## src/rtl/inst_fetch_pkg.sv

```systemverilog
// ============================================================================
// Module   : inst_fetch_pkg
// Purpose  : Shared widths, constants and FSM encoding for the fetch stage.
// Revision : 1.0
// ============================================================================
`default_nettype none

package inst_fetch_pkg;

  localparam int AddrLen = 32;
  localparam int InstLen = 32;

  localparam logic Enable  = 1'b1;
  localparam logic Disable = 1'b0;
  localparam logic True    = 1'b1;
  localparam logic False   = 1'b0;

  localparam logic [InstLen-1:0] ZERO_WORD = 32'h0000_0000;

  localparam logic [1:0] IF_IDLE    = 2'd0;
  localparam logic [1:0] IF_FETCH   = 2'd1;
  localparam logic [1:0] IF_DISCARD = 2'd2;

  // Redirect targets are forced onto a word boundary.
  function automatic logic [AddrLen-1:0] align_word(input logic [AddrLen-1:0] addr);
    return addr & ~32'd3;
  endfunction

endpackage

`default_nettype wire

```

## src/rtl/inst_fetch_icache.sv

```systemverilog
// ============================================================================
// Module   : inst_fetch_icache
// Purpose  : Direct-mapped one-word-per-line instruction cache, async lookup.
// Revision : 1.0
// ============================================================================
`default_nettype none

module inst_fetch_icache
  import inst_fetch_pkg::*;
#(
  parameter int ENTRIES = 64
) (
  input  logic               clk_in,
  input  logic               rst_in,
  input  logic [AddrLen-1:2] raddr_i,
  output logic               hit_o,
  output logic [InstLen-1:0] data_o,
  input  logic               we_i,
  input  logic [AddrLen-1:2] waddr_i,
  input  logic [InstLen-1:0] wdata_i
);

  localparam int IDX  = $clog2(ENTRIES);
  localparam int TAGW = AddrLen - IDX - 2;

  logic [ENTRIES-1:0] valid_q;
  logic [TAGW-1:0]    tag_q  [ENTRIES];
  logic [InstLen-1:0] data_q [ENTRIES];

  logic [IDX-1:0] ridx;
  logic [IDX-1:0] widx;

  assign ridx = raddr_i[IDX+1:2];
  assign widx = waddr_i[IDX+1:2];

  assign hit_o  = valid_q[ridx] && (tag_q[ridx] == raddr_i[AddrLen-1:IDX+2]);
  assign data_o = data_q[ridx];

  // Only the valid bits need clearing; stale tag/data are masked by them.
  always_ff @(posedge clk_in or posedge rst_in) begin
    if (rst_in) begin
      valid_q <= '0;
    end else if (we_i) begin
      valid_q[widx] <= True;
    end
  end

  always_ff @(posedge clk_in) begin
    if (we_i) begin
      tag_q[widx]  <= waddr_i[AddrLen-1:IDX+2];
      data_q[widx] <= wdata_i;
    end
  end

endmodule

`default_nettype wire

```

## src/rtl/inst_fetch.sv

```systemverilog
// ============================================================================
// Module   : inst_fetch
// Purpose  : RV32I fetch stage: PC, icache lookup, MEMCTRL refill, redirects.
// Revision : 1.0
// ============================================================================
`default_nettype none

module inst_fetch
  import inst_fetch_pkg::*;
#(
  parameter int                 ICACHE_ENTRIES = 64,
  parameter logic [AddrLen-1:0] RESET_PC       = 32'h0
) (
  input  logic               clk_in,
  input  logic               rst_in,
  input  logic               rdy_in,
  input  logic               stall_i,
  input  logic               id_jump_enable_i,
  input  logic [AddrLen-1:0] id_jump_pc_i,
  input  logic               ex_branch_enable_i,
  input  logic [AddrLen-1:0] ex_branch_pc_i,
  output logic               mem_req_o,
  output logic [AddrLen-1:0] mem_addr_o,
  input  logic               mem_done_i,
  input  logic [InstLen-1:0] mem_inst_i,
  output logic               valid_o,
  output logic [AddrLen-1:0] pc_o,
  output logic [InstLen-1:0] inst_o,
  output logic [AddrLen-1:0] predicted_pc_o
);

  logic [1:0]         state_q, state_d;
  logic [AddrLen-1:0] pc_q, pc_d;
  logic               valid_q, valid_d;
  logic [AddrLen-1:0] pc_out_q, pc_out_d;
  logic [InstLen-1:0] inst_q, inst_d;
  logic               req_q, req_d;
  logic [AddrLen-1:0] addr_q, addr_d;

  logic               cache_hit;
  logic [InstLen-1:0] cache_data;
  logic               fill_we;
  logic               redirect;
  logic [AddrLen-1:0] redirect_pc;
  logic               done;

  inst_fetch_icache #(
    .ENTRIES (ICACHE_ENTRIES)
  ) u_icache (
    .clk_in  (clk_in),
    .rst_in  (rst_in),
    .raddr_i (pc_q[AddrLen-1:2]),
    .hit_o   (cache_hit),
    .data_o  (cache_data),
    .we_i    (fill_we),
    .waddr_i (addr_q[AddrLen-1:2]),
    .wdata_i (mem_inst_i)
  );

  assign redirect    = ex_branch_enable_i | id_jump_enable_i;
  assign redirect_pc = align_word(ex_branch_enable_i ? ex_branch_pc_i : id_jump_pc_i);
  assign done        = mem_done_i && (state_q != IF_IDLE);

  always_comb begin
    state_d  = state_q;
    pc_d     = pc_q;
    valid_d  = valid_q;
    pc_out_d = pc_out_q;
    inst_d   = inst_q;
    req_d    = req_q;
    addr_d   = addr_q;
    fill_we  = Disable;

    if (rdy_in) begin
      // A completing request always retires, whatever else happens this cycle.
      if (done) begin
        fill_we = Enable;
        req_d   = Disable;
        state_d = IF_IDLE;
      end

      if (redirect) begin
        pc_d    = redirect_pc;
        valid_d = False;
        if (state_q == IF_FETCH && !done) begin
          state_d = IF_DISCARD;
        end
      end else if (!stall_i) begin
        case (state_q)
          IF_IDLE: begin
            if (cache_hit) begin
              pc_out_d = pc_q;
              inst_d   = cache_data;
              valid_d  = True;
              pc_d     = pc_q + 32'd4;
            end else begin
              valid_d = False;
              req_d   = Enable;
              addr_d  = pc_q;
              state_d = IF_FETCH;
            end
          end
          IF_FETCH: begin
            if (done) begin
              pc_out_d = pc_q;
              inst_d   = mem_inst_i;
              valid_d  = True;
              pc_d     = pc_q + 32'd4;
            end else begin
              valid_d = False;
            end
          end
          IF_DISCARD: valid_d = False;
          default:    state_d = IF_IDLE;
        endcase
      end
    end
  end

  always_ff @(posedge clk_in or posedge rst_in) begin
    if (rst_in) begin
      state_q  <= IF_IDLE;
      pc_q     <= RESET_PC;
      valid_q  <= False;
      pc_out_q <= ZERO_WORD;
      inst_q   <= ZERO_WORD;
      req_q    <= Disable;
      addr_q   <= ZERO_WORD;
    end else begin
      state_q  <= state_d;
      pc_q     <= pc_d;
      valid_q  <= valid_d;
      pc_out_q <= pc_out_d;
      inst_q   <= inst_d;
      req_q    <= req_d;
      addr_q   <= addr_d;
    end
  end

  assign mem_req_o      = req_q;
  assign mem_addr_o     = addr_q;
  assign valid_o        = valid_q;
  assign pc_o           = pc_out_q;
  assign inst_o         = inst_q;
  assign predicted_pc_o = pc_out_q + 32'd4;

endmodule

`default_nettype wire
```

## config.mk

```make
export PLATFORM = sky130hd
export DESIGN_NAME = inst_fetch
export DESIGN_NICKNAME = d
export VERILOG_FILES = /design/src/rtl/inst_fetch_pkg.sv /design/src/rtl/inst_fetch_icache.sv /design/src/rtl/inst_fetch.sv
export SDC_FILE = /design/constraint.sdc
export NUM_CORES = 2
export LEC_CHECK = 0
export ABC_AREA = 0
export ABC_CLOCK_PERIOD_IN_PS = 6400
export BUFFER_PORTS_ARGS = -buffer_cell sky130_fd_sc_hd__buf_2
export CORE_UTILIZATION = 62
export CTS_BUF_LIST = sky130_fd_sc_hd__clkbuf_16
export CTS_CLUSTER_DIAMETER = 100
export DETAILED_ROUTE_END_ITERATION = 10
export GPL_TIMING_DRIVEN = 0
export PLACE_DENSITY = 0.87
export SYNTH_ARGS = -nofsm -noshare
export SYNTH_HDL_FRONTEND = slang
export SYNTH_SLANG_ARGS = --single-unit
```

## constraint.sdc

```tcl
create_clock -name clk_in -period 6.4 [get_ports clk_in]
set_input_delay 0.64 -clock clk_in [delete_from_list [all_inputs] [get_ports clk_in]]
set_output_delay 0.64 -clock clk_in [all_outputs]
set_load 0.05 [all_outputs]
```

==> metrics.txt, run 1 <==
result of the run=did not finish; last stage reached=global routing; first error=[ERROR GRT-0232] Routing congestion too high. Check the congestion heatmap in the GUI.; number of buffers between clock root and the deepest sink=4; buffer type at the clock tree root=clkbuf_16; most area-consuming cells after synthesis=edfxtp_1 (74%), mux4_2 (16%), dfrtp_1 (3.2%); number of synthesized register bits=3774; area of the mapped netlist=146400 µm²; clock buffers created by TritonCTS=364; maximum number of pins on one net before global-route repair=81; count of buffers inserted at the top-level ports=221; post-CTS setup-driven buffer insertion count=0; site row count=178; CTS Sinks=3774; Syn Inst Count=6453; Chip Height=488.0 µm; Post-Place Cells=10050; ys async rst share=5.034%; number of antenna violations at the first check in global routing=149; die span in x=488.0 µm; Yosys warning total=0; DP Wirelength=363.5 mm; part of the Yosys area used for sequential elements=76.75%; GRT overflow=124; commonest cells in the synthesized netlist=edfxtp_1 (3584), mux4_2 (1019), dfrtp_1 (190); Worst-path end type=sequential cell input; count of unique library cells instantiated by Yosys=76; top_reg_cell synth=edfxtp_1; post-synthesis cell type with the largest combined area=edfxtp_1; Initial Utilization=62.32%; Synth top area share=73.50%; average cell area after synthesis=22.69 µm²; IO Count=233; deepest level of the CTS H-tree=5; number of enable flip-flop cells after synthesis=3584; aggregate global-route resource usage=66.35%; routability congestion estimate=0.9869; worst_ep grt=inst_o[13]$_DFFE_PP0P_/D; library cell with the highest instance count after synthesis=edfxtp_1
-- layer usage --
| layer | overflow | track usage (%) |
|---|---|---|
| met5 | 0 | 40.80 |
| met4 | 32 | 58.51 |
| met3 | 14 | 57.48 |
| met2 | 50 | 80.49 |
| met1 | 28 | 65.07 |
-- per-stage QoR --
stage / setup TNS, ns / setup slack (ns) / instance area [µm²] / hold WS, ns
after floorplan: 0 / 0.5895 / 146400 / 0.4308
after global placement: -9124.15 / -2.848 / 151500 / 0.4435
after detailed placement: -17.61 / -0.5993 / 156700 / 0.4474
after CTS: 0 / 0.001803 / 168400 / 0.003730
-- what timing repair did --
action | in CTS
hold buffers | 8
pin swaps | 0
resized for setup | 95
endpoints found under the setup margin | 123
endpoints found under the hold margin | 50
-- kinds of logic after synthesis --
family,count (synthesis),synth area share [%]
xor+xnor,52,0.3110
buf+inv,376,1.223
fa+ha+maj,6,0.05127
mux,1327,18.02
flops,3774,76.75
simple gates,565,1.910
compound gates,352,1.736
other cells,1,0.002561
==> run 2: changes to the inputs <==
--- a/config.mk
+++ b/config.mk
@@ -8,12 +8,10 @@
 export ABC_AREA = 0
 export ABC_CLOCK_PERIOD_IN_PS = 6400
 export BUFFER_PORTS_ARGS = -buffer_cell sky130_fd_sc_hd__buf_2
-export CORE_UTILIZATION = 62
-export CTS_BUF_LIST = sky130_fd_sc_hd__clkbuf_16
-export CTS_CLUSTER_DIAMETER = 100
+export CORE_UTILIZATION = 40
 export DETAILED_ROUTE_END_ITERATION = 10
 export GPL_TIMING_DRIVEN = 0
-export PLACE_DENSITY = 0.87
+export PLACE_DENSITY_LB_ADDON = 0.15
 export SYNTH_ARGS = -nofsm -noshare
 export SYNTH_HDL_FRONTEND = slang
 export SYNTH_SLANG_ARGS = --single-unit
==> run 2 against run 1 <==
  * The flow now finishes, with violations (capacitance limit, setup timing)
  * Synthesized cell count unchanged
  * Synthesized area is the same
==> metrics.txt, run 2 <==
final-report max-slew violation count=0; Synth Area in Adders=0.05127%; part of the Yosys area used for sequential elements=76.75%; Initial Utilization=40.30%; setup repair after global routing missed its margin=true; count of buffers inserted at the top-level ports=221; main combinational cell family by area after synthesis=multiplexers; site row count=221; Global Route met3 Usage=7.349%; overall via count from detail_route=77290; detailed-route DRC error count=0; Yosys warning total=0; library cell with the highest instance count after synthesis=edfxtp_1; most crowded layer after global routing=met1; crit path max fanout=10; register bank with the most flops=u_icache.data_q; ys async rst share=5.034%; number of failing setup endpoints in the final timing report=76; routability congestion estimate=0.9213; die span in x=607.0 µm; number of cells traversed by the worst register-to-register path=14; deepest level of the CTS H-tree=5; start-to-end type of the worst setup path=flip-flop to flip-flop; floorplan die area=368500 µm²; leak pwr=55.43 nW; Final WS setup=-0.1770 ns; clock tree from TritonCTS=done; Chip Height=607.0 µm; cell area power density=400.8 nW/µm²; post-detailed-route via-to-cell ratio=6.218; Synth top area share=73.50%; clock buffers created by TritonCTS=391; Min-Delay Path Class=primary input to flip-flop; Reg clk slew, reported paths=0.06 ns; highest ir drop seen on vdd=0.2427 mV; post-synthesis cell type with the largest combined area=edfxtp_1; multi-input logic area=32810 µm²; global-route wire length before repair=663.0 mm; vias in the first global route=75290; number of flip-flops under the largest register name=2048; Final period util=102.8%; met1 track demand over resource in global routing=39.38%; layout cells sized above 1=33.24%; Compound-Gate Fraction of Synth Area=1.736%; most frequent cells in the layout=edfxtp_1 (3584), mux4_2 (1019), clkbuf_16 (400); most frequent standard cell in the layout excluding fill and tap cells=edfxtp_1; GRT overflow=0; maximum number of pins on one net before global-route repair=83; hold path cells=3; Arr. time, crit path=7.38 ns; Hold Violations, Final=0; number of antenna violations at the first check in global routing=32; summed negative setup slack over all endpoints=-6.392 ns; drt first pass iters=6; Syn Inst Count=6453; average cell area after synthesis=22.69 µm²; final instance area=171700 µm²; aggregate global-route resource usage=26.74%; post-synthesis simple-gate area fraction=1.910%; number of nets in the finished design=7417; average wire length per cell after detail routing=39.91 µm; CTS Sinks=3774; met2 Track Usage GR=38.37%; tightest slew margin relative to the limit=0.3583%; area of the mapped netlist=146400 µm²; area taken by flip-flops and latches=112400 µm²; top flop regs=u_icache.data_q x2048, u_icache.tag_q x1536, u_icache.valid_q x64; clock tree skew after final layout=0.06504 ns; flop-to-flop setup slack=-0.18 ns; IO Count=233; area growth from synthesis to layout=17.29%; startpoint types=flip-flop; Design Power=68.84 mW; Filler cells=29800; post-detailed-routing wire length=496.0 mm; remaining antenna violation count after routing=0; XOR/XNOR share of the synthesized area=0.3111%; number of buffers between clock root and the deepest sink=4; result of the run=complete, but fails checks; number of max-capacitance violations reported=1; clock latency reported for the late side of the worst-skew pair=0.98 ns; most area-consuming cells after synthesis=edfxtp_1 (74%), mux4_2 (16%), dfrtp_1 (3.2%); type of element capturing the critical path=flip-flop; post-place instance area=158700 µm²; violations in the final reports=capacitance limit, setup timing; buffer type at the clock tree root=clkbuf_16; count of unique library cells instantiated by Yosys=76; DP Wirelength=331.7 mm; top_reg_cell synth=edfxtp_1; number of synthesized register bits=3774; number of enable flip-flop cells after synthesis=3584; portion of netlist area occupied by mux cells=18.02%; achievable clock frequency=152.0 MHz; starting DRC count in detailed routing=12200; minimum clock period=6.577 ns; critical path required time=7.21 ns; commonest cells in the synthesized netlist=edfxtp_1 (3584), mux4_2 (1019), dfrtp_1 (190); placeable core region=363300 µm²; Worst Max-Slew Pin Slew=1.495 ns
run 2: power breakdown:
part | switching (mW) | internal (mW)
clock network | 9.64 | 13.3
logic | 10.2 | 5.78
registers | 1.02 | 28.9
total | 20.8 | 48.0
run 2: timing repair:
action | in CTS | in global routing
resized for setup | 47 | 23
setup endpoints to repair | 121 | 89
pin swaps | 1 | 1
hold endpoints to repair | 39 | 0
hold buffers | 10 | 0
setup buffers | 0 | 3
gates cloned | 0 | 0
run 2: final timing paths:
check	startpoint	end
worst max-delay path	pc_q[5]	inst_o[2]
worst min-delay path	ex_branch_pc_i[30]	pc_q[30]
worst max register to register	pc_q[5]	inst_o[2]
worst min register to register	u_icache.valid_q[30]	u_icache.valid_q[30]
max in group asynchronous	rst_in	u_icache.valid_q[28]
min in group asynchronous	rst_in	inst_o[28]
run 2: logic make-up (layout without fill, tap and decap cells):
| group | Yosys count | after routing |
|---|---|---|
| other cells | 1 | 16 |
| xor+xnor | 52 | 52 |
| simple gates | 565 | 565 |
| fa+ha+maj | 6 | 6 |
| mux | 1327 | 1327 |
| flops | 3774 | 3774 |
| compound gates | 352 | 352 |
| buf+inv | 376 | 1544 |
run 2: layout make-up:
type / count / area share [%]
Sequential cell: 3774 / 65.46
Timing Repair Buffer: 461 / 3.430
Clock inverter: 214 / 1.287
Clock buffer: 497 / 6.099
Inverter: 19 / 0.04663
Tap cell: 4794 / 3.493
Antenna cell: 10 / 0.01457
Buffer: 353 / 1.072
Multi-Input combinational cell: 2308 / 19.10
run 2: worst max-delay path: stages (launching register included):
cell and delay, ns:
dfrtp_1 0.73, buf_2 0.41, buf_2 0.56, nor2_1 0.25, clkbuf_2 0.60, a32oi_1 0.56, nand4_1 0.57, xor2_1 0.47
o2111ai_1 0.17, nor4_1 0.35, nand4_2 0.35, o31ai_4 0.38, nand2_4 0.25, buf_6 0.32, mux2_1 0.35
run 2: per-stage QoR:
| stage | hold WS (ns) | worst slack [ns] | util [%] | cells |
|---|---|---|---|---|
| 2_1_floorplan | 0.4308 | 0.5895 | - | 6458 |
| 3_3_place_gp | 0.4434 | -3.644 | 42.26 | 11470 |
| 3_5_place_dp | 0.4476 | -0.8812 | 43.69 | 11700 |
| 4_1_cts | 0.01033 | 0.004207 | 47.23 | 12420 |
| 5_1_grt | 0.07761 | -0.02594 | 47.26 | 12420 |
| 6_report | 0.06642 | -0.1770 | 47.27 | 12430 |
run 2: per-layer routing:
metal	vias to the layer above	part of all wire, %
li1	29190	-
met1	42500	42
met2	4749	43
met3	828	11
met4	22	3.8
met5	-	0.028
Power figures use the tool's default switching activity.
